### src/rtl/multi_point_frequency_manager.sv
// Multi-point frequency manager: per-line window maxima become light samples that drive
// high/edge counters, read out as a word stream. Define MPFM_EDGE_COUNT_EN to build edge counters.

module mpfm_point #(
  parameter int DATA_WIDTH  = 8,
  parameter int INDEX_WIDTH = 12,
  parameter int LINE_PIXELS = 1040
) (
  input  logic                   gclk,
  input  logic                   grst_n,
  input  logic                   init,
  input  logic                   pix_en,
  input  logic                   wrap,
  input  logic [INDEX_WIDTH-1:0] pix_cnt,
  input  logic [DATA_WIDTH-1:0]  pix_data,
  input  logic [INDEX_WIDTH-1:0] win_start,
  input  logic [INDEX_WIDTH-1:0] win_stop,
  input  logic [DATA_WIDTH-1:0]  threshold,
`ifdef MPFM_EDGE_COUNT_EN
  output logic [31:0]            edge_cnt,
`endif
  output logic [31:0]            high_cnt
);
  logic [DATA_WIDTH-1:0] max_q;
  logic                  sample;
  logic                  win_ok, in_win, hit, bright;

  // A window whose stop is never reached (or precedes its start) never samples.
  assign win_ok = (win_stop > win_start) && (32'(win_stop) < 32'(LINE_PIXELS));
  assign in_win = (pix_cnt >= win_start) && (pix_cnt < win_stop);
  assign hit    = win_ok && (pix_cnt == win_stop);
  assign bright = (max_q > threshold);

  always_ff @(posedge gclk or negedge grst_n) begin
    if (!grst_n) begin
      max_q    <= '0;
      sample   <= 1'b0;
      high_cnt <= '0;
    end else if (init) begin
      max_q    <= '0;
      sample   <= 1'b0;
      high_cnt <= '0;
    end else if (pix_en) begin
      if (wrap)
        max_q <= '0;
      else if (in_win && (pix_data > max_q))
        max_q <= pix_data;
      if (hit) begin
        sample <= bright;
        if (bright && (high_cnt != '1))
          high_cnt <= high_cnt + 32'd1;
      end
    end
  end

`ifdef MPFM_EDGE_COUNT_EN
  always_ff @(posedge gclk or negedge grst_n) begin
    if (!grst_n)
      edge_cnt <= '0;
    else if (init)
      edge_cnt <= '0;
    else if (pix_en && hit && bright && !sample && (edge_cnt != '1))
      edge_cnt <= edge_cnt + 32'd1;
  end
`endif
endmodule

module multi_point_frequency_manager #(
  parameter int NUM_POINTS        = 3,
  parameter int DATA_WIDTH        = 8,
  parameter int INDEX_WIDTH       = 12,
  parameter int LINE_PIXELS       = 1040,
  parameter int DEFAULT_THRESHOLD = 96,
  parameter int DEFAULT_START     = 18,
  parameter int DEFAULT_SPACING   = 256,
  parameter int DEFAULT_WIDTH     = 32
) (
  input  logic                  s00_axi_aclk,
  input  logic                  s00_axi_aresetn,
  input  logic [DATA_WIDTH-1:0] pixel_data,
  input  logic                  pixel_valid,
  input  logic                  start,
  input  logic                  stop,
  input  logic                  clear,
  input  logic                  cfg_we,
  input  logic [4:0]            cfg_addr,
  input  logic [31:0]           cfg_wdata,
  output logic                  res_valid,
  output logic [4:0]            res_index,
  output logic [31:0]           res_data,
  input  logic                  res_ready,
  output logic                  busy,
  output logic                  irq
);
`ifdef MPFM_EDGE_COUNT_EN
  localparam int NUM_WORDS = 2 * NUM_POINTS;
`else
  localparam int NUM_WORDS = NUM_POINTS;
`endif

  typedef enum logic [1:0] {IDLE, RUN, READOUT, DONE} state_t;
  state_t state, next_state;

  // Assertion is immediate; release is retimed to the clock.
  logic [1:0] rst_sync;
  logic       rst_n;
  always_ff @(posedge s00_axi_aclk or negedge s00_axi_aresetn) begin
    if (!s00_axi_aresetn) rst_sync <= 2'b00;
    else                  rst_sync <= {rst_sync[0], 1'b1};
  end
  assign rst_n = rst_sync[1];

  logic                                   run_init, pix_en, wrap, cfg_ok;
  logic                                   accept, last_word;
  logic [INDEX_WIDTH-1:0]                 pix_cnt;
  logic [DATA_WIDTH-1:0]                  threshold;
  logic [NUM_POINTS-1:0][INDEX_WIDTH-1:0] win_start, win_stop;
  logic [NUM_POINTS-1:0][31:0]            high_cnt;
`ifdef MPFM_EDGE_COUNT_EN
  logic [NUM_POINTS-1:0][31:0]            edge_cnt;
`endif
  logic [NUM_WORDS-1:0][31:0]             words;
  logic [4:0]                             word_ptr, next_ptr;
  logic [31:0]                            next_data;
  logic                                   unused_cfg_bits;

  assign unused_cfg_bits = ^cfg_wdata[31:INDEX_WIDTH];

  assign run_init  = ((state == IDLE) || (state == DONE)) && start && !clear;
  assign pix_en    = (state == RUN) && pixel_valid && !clear;
  assign wrap      = (pix_cnt == INDEX_WIDTH'(LINE_PIXELS - 1));
  assign cfg_ok    = cfg_we && ((state == IDLE) || (state == DONE));
  assign accept    = res_valid && res_ready;
  assign last_word = (word_ptr == 5'(NUM_WORDS - 1));
  assign next_ptr  = word_ptr + 5'd1;

  // FSM: state register
  always_ff @(posedge s00_axi_aclk or negedge rst_n) begin
    if (!rst_n) state <= IDLE;
    else        state <= next_state;
  end

  // FSM: next state
  always_comb begin
    next_state = state;
    if (clear)
      next_state = IDLE;
    else begin
      case (state)
        IDLE:    if (start) next_state = RUN;
        RUN:     if (stop) next_state = READOUT;
        READOUT: if (accept && last_word) next_state = DONE;
        DONE:    if (start) next_state = RUN;
        default: next_state = IDLE;
      endcase
    end
  end

  // FSM: outputs
  always_comb begin
    busy = (state == RUN) || (state == READOUT);
    irq  = (state == DONE);
  end

  always_ff @(posedge s00_axi_aclk or negedge rst_n) begin
    if (!rst_n) begin
      threshold <= DATA_WIDTH'(DEFAULT_THRESHOLD);
      for (int k = 0; k < NUM_POINTS; k++) begin
        win_start[k] <= INDEX_WIDTH'(DEFAULT_START + k * DEFAULT_SPACING);
        win_stop[k]  <= INDEX_WIDTH'(DEFAULT_START + k * DEFAULT_SPACING + DEFAULT_WIDTH);
      end
    end else if (cfg_ok) begin
      if (cfg_addr == 5'd0) threshold <= cfg_wdata[DATA_WIDTH-1:0];
      for (int k = 0; k < NUM_POINTS; k++) begin
        if (cfg_addr == 5'(1 + 2 * k)) win_start[k] <= cfg_wdata[INDEX_WIDTH-1:0];
        if (cfg_addr == 5'(2 + 2 * k)) win_stop[k]  <= cfg_wdata[INDEX_WIDTH-1:0];
      end
    end
  end

  always_ff @(posedge s00_axi_aclk or negedge rst_n) begin
    if (!rst_n)        pix_cnt <= '0;
    else if (run_init) pix_cnt <= '0;
    else if (pix_en)   pix_cnt <= wrap ? '0 : pix_cnt + 1'b1;
  end

  for (genvar k = 0; k < NUM_POINTS; k++) begin : g_point
    mpfm_point #(
      .DATA_WIDTH (DATA_WIDTH),
      .INDEX_WIDTH(INDEX_WIDTH),
      .LINE_PIXELS(LINE_PIXELS)
    ) u_point (
      .gclk     (s00_axi_aclk),
      .grst_n   (rst_n),
      .init     (run_init),
      .pix_en   (pix_en),
      .wrap     (wrap),
      .pix_cnt  (pix_cnt),
      .pix_data (pixel_data),
      .win_start(win_start[k]),
      .win_stop (win_stop[k]),
      .threshold(threshold),
`ifdef MPFM_EDGE_COUNT_EN
      .edge_cnt (edge_cnt[k]),
`endif
      .high_cnt (high_cnt[k])
    );
  end

  always_comb begin
    for (int k = 0; k < NUM_POINTS; k++) begin
`ifdef MPFM_EDGE_COUNT_EN
      words[2*k]   = high_cnt[k];
      words[2*k+1] = edge_cnt[k];
`else
      words[k]     = high_cnt[k];
`endif
    end
  end

  always_comb begin
    next_data = '0;
    for (int w = 0; w < NUM_WORDS; w++)
      if (next_ptr == 5'(w)) next_data = words[w];
  end

  // The first READOUT cycle loads word 0; each acceptance loads the following word.
  always_ff @(posedge s00_axi_aclk or negedge rst_n) begin
    if (!rst_n) begin
      res_valid <= 1'b0;
      res_index <= '0;
      res_data  <= '0;
      word_ptr  <= '0;
    end else if (clear) begin
      res_valid <= 1'b0;
    end else if (state == READOUT) begin
      if (!res_valid) begin
        res_valid <= 1'b1;
        res_index <= 5'd1;
        res_data  <= words[0];
        word_ptr  <= '0;
      end else if (res_ready) begin
        if (last_word) begin
          res_valid <= 1'b0;
        end else begin
          word_ptr  <= next_ptr;
          res_index <= next_ptr + 5'd1;
          res_data  <= next_data;
        end
      end
    end
  end
endmodule

### config.mk
export PLATFORM = sky130hd
export DESIGN_NAME = multi_point_frequency_manager
export DESIGN_NICKNAME = d
export VERILOG_FILES = /design/src/rtl/multi_point_frequency_manager.sv
export SDC_FILE = /design/constraint.sdc
export NUM_CORES = 1
export LEC_CHECK = 0
export ABC_AREA = 1
export CAP_MARGIN = 40
export CORE_MARGIN = 3
export CORE_UTILIZATION = 60
export DETAILED_ROUTE_END_ITERATION = 8
export PLACE_DENSITY = 0.79
export SKIP_LAST_GASP = 1
export SYNTH_ARGS = -nofsm -noshare
export SYNTH_HDL_FRONTEND = slang
export SYNTH_HIERARCHICAL = 1
export SYNTH_SLANG_ARGS = --single-unit
export TNS_END_PERCENT = 100
### constraint.sdc
create_clock -name s00_axi_aclk -period 21 [get_ports s00_axi_aclk]
set_input_delay 2.1 -clock s00_axi_aclk [delete_from_list [all_inputs] [get_ports s00_axi_aclk]]
set_output_delay 2.1 -clock s00_axi_aclk [all_outputs]
set_load 0.1 [all_outputs]
After elaboration in Yosys (flattened, before gate mapping)
Index checks and enable logic that the tools add are counted.
{"block": "word_totals", "in_bits": 53, "register_bits": 259, "out_inout_bits": 40}
{"block": "op_classes", "muxes": 49, "add_sub_neg": 6, "eq_ne": 24, "bitwise": 1, "reduce_logical": 55, "magnitude_cmp": 18}
{"op": "2-to-1 mux 32 bit", "count": 18}
{"op": "adder 32 x 1 -> 32 bit (second input constant)", "count": 3}
{"op": "2-to-1 mux 8 bit", "count": 12}
{"op": "inequality test 32 bit (second input constant)", "count": 3}
{"op": "> comparator 8 bit", "count": 6}
{"op": "== test 12 bit", "count": 3}
{"op": "greater-or-equal comparator 12 bit", "count": 3}
{"op": "> comparator 12 bit", "count": 3}
{"op": "< comparator 12 x 11 -> 1 bit (second input constant)", "count": 3}
{"op": "< comparator 12 bit", "count": 3}
{"op": "2-to-1 mux 12 bit", "count": 3}
{"op": "2-to-1 mux 5 bit", "count": 6}
{"op": "logical AND 1 bit", "count": 22}
{"op": "== test 5 x 2 -> 1 bit (second input constant)", "count": 4}
{"op": "AND reduction 2 bit", "count": 10}
{"op": "nonzero test 2 bit", "count": 8}
{"op": "== test 5 x 3 -> 1 bit (second input constant)", "count": 3}
{"op": "adder 12 x 1 -> 12 bit (second input constant)", "count": 1}
{"op": "== test 12 x 11 -> 1 bit (second input constant)", "count": 1}
{"op": "AND reduction 3 bit", "count": 4}
{"op": "adder 5 x 1 -> 5 bit (second input constant)", "count": 2}
{"op": "== test 5 x 1 -> 1 bit (second input constant)", "count": 2}
{"op": "zero test 5 bit", "count": 2}
{"op": "nonzero test 3 bit", "count": 3}
{"op": "other kinds (15)", "count": 25}

Depth between registers and ports, before layout
{"block": "logic_depth", "word_depth": 8, "ltp_mapped": 15, "depth_no_buf": 15}

By module
The synthesis kept the hierarchy.
{"module": "mpfm_point at g_point[0].u_point ...", "area_per_inst_um2": 4369.2, "seq_area_each_um2": 1001.0, "n_inst": 2, "cells_per_inst": 668}
{"module": "multi_point_frequency_manager", "area_per_inst_um2": 6825.3, "seq_area_each_um2": 3504.6, "n_inst": 1, "cells_per_inst": 868}
{"module": "mpfm_point at g_point[1].u_point", "area_per_inst_um2": 4393.0, "seq_area_each_um2": 1001.0, "n_inst": 1, "cells_per_inst": 661}

Worst setup path before layout
Ideal clock, no wire load.
{"block": "synth_timing", "kind": "reg-to-output", "from": "reg state[0]", "to": "out busy", "slack_ns": 17.548, "arrival_ns": 1.352, "path_buffers": 0, "t_required_ns": 18.900, "stages_incl_launch_ff": 4, "path_cell_list": "dfrtp_1 -> inv_1 -> ha_1 -> inv_1"}
{"block": "synth_between", "elab_chain_cells": 2, "elab_cells_between_ends": 3, "classes_between": "eq/ne (2); reduce/logical (1)"}
{"item": "from (decl)", "line_no": "102", "rtl": "state_t state, next_state;"}
{"item": "from (signal assigned)", "line_no": "140", "rtl": "else state <= next_state;"}
{"item": "== test 2 x 1 -> 1 bit / == test 2 bit (equally long branches)", "line_no": "161", "rtl": "busy = (state == RUN) || (state == READOUT);"}
{"item": "logical OR 1 bit *", "line_no": "161"}
{"item": "to (decl)", "line_no": "92", "rtl": "output logic busy,"}
Mark *: on every way between the ends. The rest lies on a longest branch, timed or not.

Final worst setup path
{"block": "layout_timing", "from": "in clear", "to": "reg g_point[2].u_point.high_cnt[28]"}
{"block": "layout_between", "elab_chain_cells": 4, "elab_cells_between_ends": 8, "classes_between": "mux (1); reduce/logical (7)"}
{"item": "from (decl)", "line_no": "84", "rtl": "input logic clear,"}
{"item": "zero test 1 bit", "line_no": "130", "rtl": "assign pix_en = (state == RUN) && pixel_valid && !clear;"}
{"item": "logical AND 1 bit", "line_no": "130"}
{"item": "named net pix_en", "line_no": "113", "rtl": "logic run_init, pix_en, wrap, cfg_ok;"}
{"item": "nonzero test 2 bit (no line)"}
{"item": "AND reduction 3 bit (no line)"}
{"item": "to (signal assigned)", "line_no": "51", "rtl": "high_cnt <= high_cnt + 32'd1;"}
{"item": "to (decl)", "line_no": "22", "rtl": "output logic [31:0] high_cnt"}
The timed path passes the listed nets, and every way through them passes these cells.
A chain may end at the register's enable or synchronous reset.

==> flow_summary.yaml <==
clocking:
  clockRootBuffer: "clkbuf_16"
  cts_resized: 0
  ctsHoldBuffers: 0
  clockBufferDepth: 3
  cts_sinks: 259
  clk_pin_slew_ns: 0.06
  insertion_delay_ns: 0.54
  cts_tree: "yes"
  htreeDepth: 2
  post_cts_buffers: 0
  cts_buffers: 34
floorplanning:
  rows: 66
  die-height_um: 188.4
  core-area_um2: 32620
  fp.dieW_um: 188.4
  pin_count: 93
  die_area_um2: 35490
  start_util: 0.6118
yosys:
  yosysWarnings: 6
  syn_inst: 2865
  synth_flop_cell: "dfrtp_1"
  synth-edff-count: 0
  synth_area_um2: 19960
  synth_nets: 3087
  seq_area_frac_synth: 0.3261
  avgSynthCellArea_um2: 6.966
  synth_cell_types: 46
  postSynth.asyncResetShare: 1.000
  ys_ff_latch: 259
placed_design:
  preCtsSetupSlack_ns: 16.00
  hpwl_um: 41900
  io_buffers: 72
  place.gp.congestion: 0.9745
routing:
  drc: 0
  postRouteAntennaNets: 0
  post_drt_wl_per_cell_um: 16.54
  initialDrtViolationCount: 1699
  vias: 19100
  routed_wl_um: 56420
  viasPerCell: 5.597
  drt-pass1-iter-count: 6
critical_path:
  critPathMaxFanout: 32
  cp-end-kind: "register"
  crit_path_max_incr_delay_ns: 0.52
  cpMostUsedCell: "nand3_1"
  reg2reg_from: "state[1]"
  startpoint: "clear"
  critPathTopFamily: "simple AND/OR/NAND/NOR gates"
  rr_endpoint: "g_point[2].u_point/high_cnt[28]"
  required_ns: 21.40
  reg2regPathDepth: 11
  critPathKind: "input pin to register"
  worst-endpoint-arrival_ns: 4.99
  reg2reg_slack_ns: 17.95
  cpMaxStageDelayCell: "nand4_4"
  critPathBufInv: 3
  cp_cell_sequence: "clkdlybuf4s50_1 > inv_1 > nand3_1 > inv_1 > nand4_1 > nor2_1 > nand3_1 > nor2_1 > nand4_4 > nand3_1 > nand2_1"
  cp-start-kind: "input pin"
timing:
  rsz0062_at_grt: "no"
  finalClockSkew_ns: 0.02011
  slew-limit-headroom: 0.3793
  setup_slack_ns: 16.42
  tightest_slew_ns: 0.9284
  timing.final.crit_share: 0.2183
  finalHoldViolations: 0
  setup_tns_ns: 0
  worst_hold_slack_ns: 0.2920
  finalMaxSlewViolations: 0
  fmax_ghz: 0.2181
  finalCriticalPeriod_ns: 4.584
  setup_viol_count_final: 0
layout:
  diodes: 0
  drive_gt1_frac: 0.09057
  nets: 3167
  layout_commonest_cell: "nand2_1"
  final_cell_mix: "nand2_1, inv_1, nor2_1"
  syn_to_final_growth_pct: 13.59
pwr:
  p_leak_uw: 0.01170
  power_frac_seq: 0.262
  total_power_uw: 2864
  power_density_nw_per_um2: 126.3
  switching_share: 0.4724
  p_int_uw: 1511
  clock_power_share: 0.210
  p_comb_frac: 0.529
  ir_drop_mv: 0.1365
  power.switching_uw: 1353
global_route:
  grt_pass1_vias: 18410
  grt-ovfl-total: 0
  grt_pass1_wl_um: 92710
  grt_max_degree: 151
  antenna_found_initial: 1
  grtUsageTotal: 0.3199
job:
  cap_violations: 0
run_status:
  outcome: "completed"
min_path:
  worstHoldPathType: "register to async pin"
## layer usage
metal / GRT usage / vias up / part of all wire
met5: 0 / - / 0
met4: 0.1206 / 0 / 0.039
met3: 0.04260 / 170 / 0.072
met2: 0.5188 / 734 / 0.46
met1: 0.4400 / 8948 / 0.43
li1: - / 9245 / -
## cell type report
| cell class | instances | area [um^2] |
|---|---|---|
| Clock inverter | 12 | 162.7 |
| Clock buffer | 49 | 987.2 |
| Sequential cell | 259 | 6511 |
| Inverter | 443 | 1663 |
| Multi-Input combinational cell | 2083 | 11240 |
| Timing Repair Buffer | 124 | 1554 |
| Fill cell | 2737 | 9951 |
| Tap cell | 442 | 553.0 |
## stage by stage
step | instances | area (um^2) | utilization
after floorplan | 2865 | 19960 | -
after detailed placement | 3351 | 21520 | 0.6597
after global routing | 3412 | 22670 | 0.6949
final | 3412 | 22670 | 0.6949
after global placement | 3303 | 20730 | 0.6354
after CTS | 3412 | 22670 | 0.6949
## worst max path at each step
stage	cells after the start	end	slack, ns
3_3_place_gp	11	g_point[2].u_point/high_cnt[2]	16.09
5_1_grt	11	g_point[1].u_point/high_cnt[15]	16.36
2_1_floorplan	0	g_point[0].u_point/high_cnt[0]	13.28
3_5_place_dp	11	g_point[2].u_point/high_cnt[28]	16.00
4_1_cts	11	g_point[2].u_point/high_cnt[28]	16.53
6_report	11	g_point[2].u_point/high_cnt[28]	16.42
## power groups by stage
stage | Clock [uW] | Combinational (uW) | Sequential, uW
after global routing | 629 | 1700 | 763
after detailed placement | 0 | 1490 | 751
after floorplan | 0 | 916 | 903
after CTS | 609 | 1500 | 745
after global placement | 0 | 1320 | 747
final | 600 | 1510 | 749
## sequential cells by signal (all words and copies together), names as in the netlist, 2 cells and up
register,flops
state,2
threshold,8
word_ptr,5
g_point.u_point/high_cnt,96
win_stop,36
res_index,5
pix_cnt,12
win_start,36
g_point.u_point/max_q,24
res_data,32
rst_sync,2
## logic make-up (layout without fill, tap and decap cells)
| kind of cell | after synthesis | count (layout) | synth area share |
|---|---|---|---|
| buf+inv | 523 | 628 | 0.1110 |
| fa+ha+maj | 169 | 169 | 0.1060 |
| xor+xnor | 53 | 53 | 0.02326 |
| compound gates | 281 | 281 | 0.07266 |
| other cells | 1 | 1 | 0.0001879 |
| flops | 259 | 259 | 0.3261 |
| simple gates | 1579 | 1579 | 0.3609 |
## cells in the mapped netlist, types with 3 or more instances
cell,number,area (um^2)
ha_1,169,2115
dfrtp_1,238,5956
xor2_1,35,306.5
o21ai_0,107,535.5
o21a_1,6,45.04
clkbuf_1,27,101.4
nor2_4,12,135.1
dfstp_2,21,551.8
nand2_4,5,56.30
nor3b_1,3,22.52
nand2_1,855,3209
inv_2,7,26.28
inv_1,436,1637
a21o_1,3,22.52
buf_8,3,45.04
xnor2_1,18,157.7
a21oi_1,135,675.7
or2_2,4,25.02
nand4_1,29,181.4
nor2_2,15,93.84
buf_6,24,270.3
nand3_1,242,1211
nand2_2,11,68.82
buf_4,4,30.03
buf_2,18,90.09
o31ai_1,3,22.52
nor3_1,46,230.2
nor3_2,4,40.04
nor3_4,3,48.80
nor2_1,267,1002
and2_1,4,25.02
nand3_2,69,690.7
o21ai_1,21,105.1
nand4_4,3,63.81
buf_1,4,15.01
## worst register-to-register path: stages, from the launching register on
cell	delay, ns
dfrtp_1	0.42
inv_1	0.07
ha_1	0.18
nand3_1	0.21
inv_1	0.45
nand4_1	0.15
nor2_1	0.11
nand3_1	0.08
nor2_1	0.37
nand4_4	0.52
nand3_1	0.26
nand2_1	0.08
Note: power is estimated with default switching activity, not from simulation.
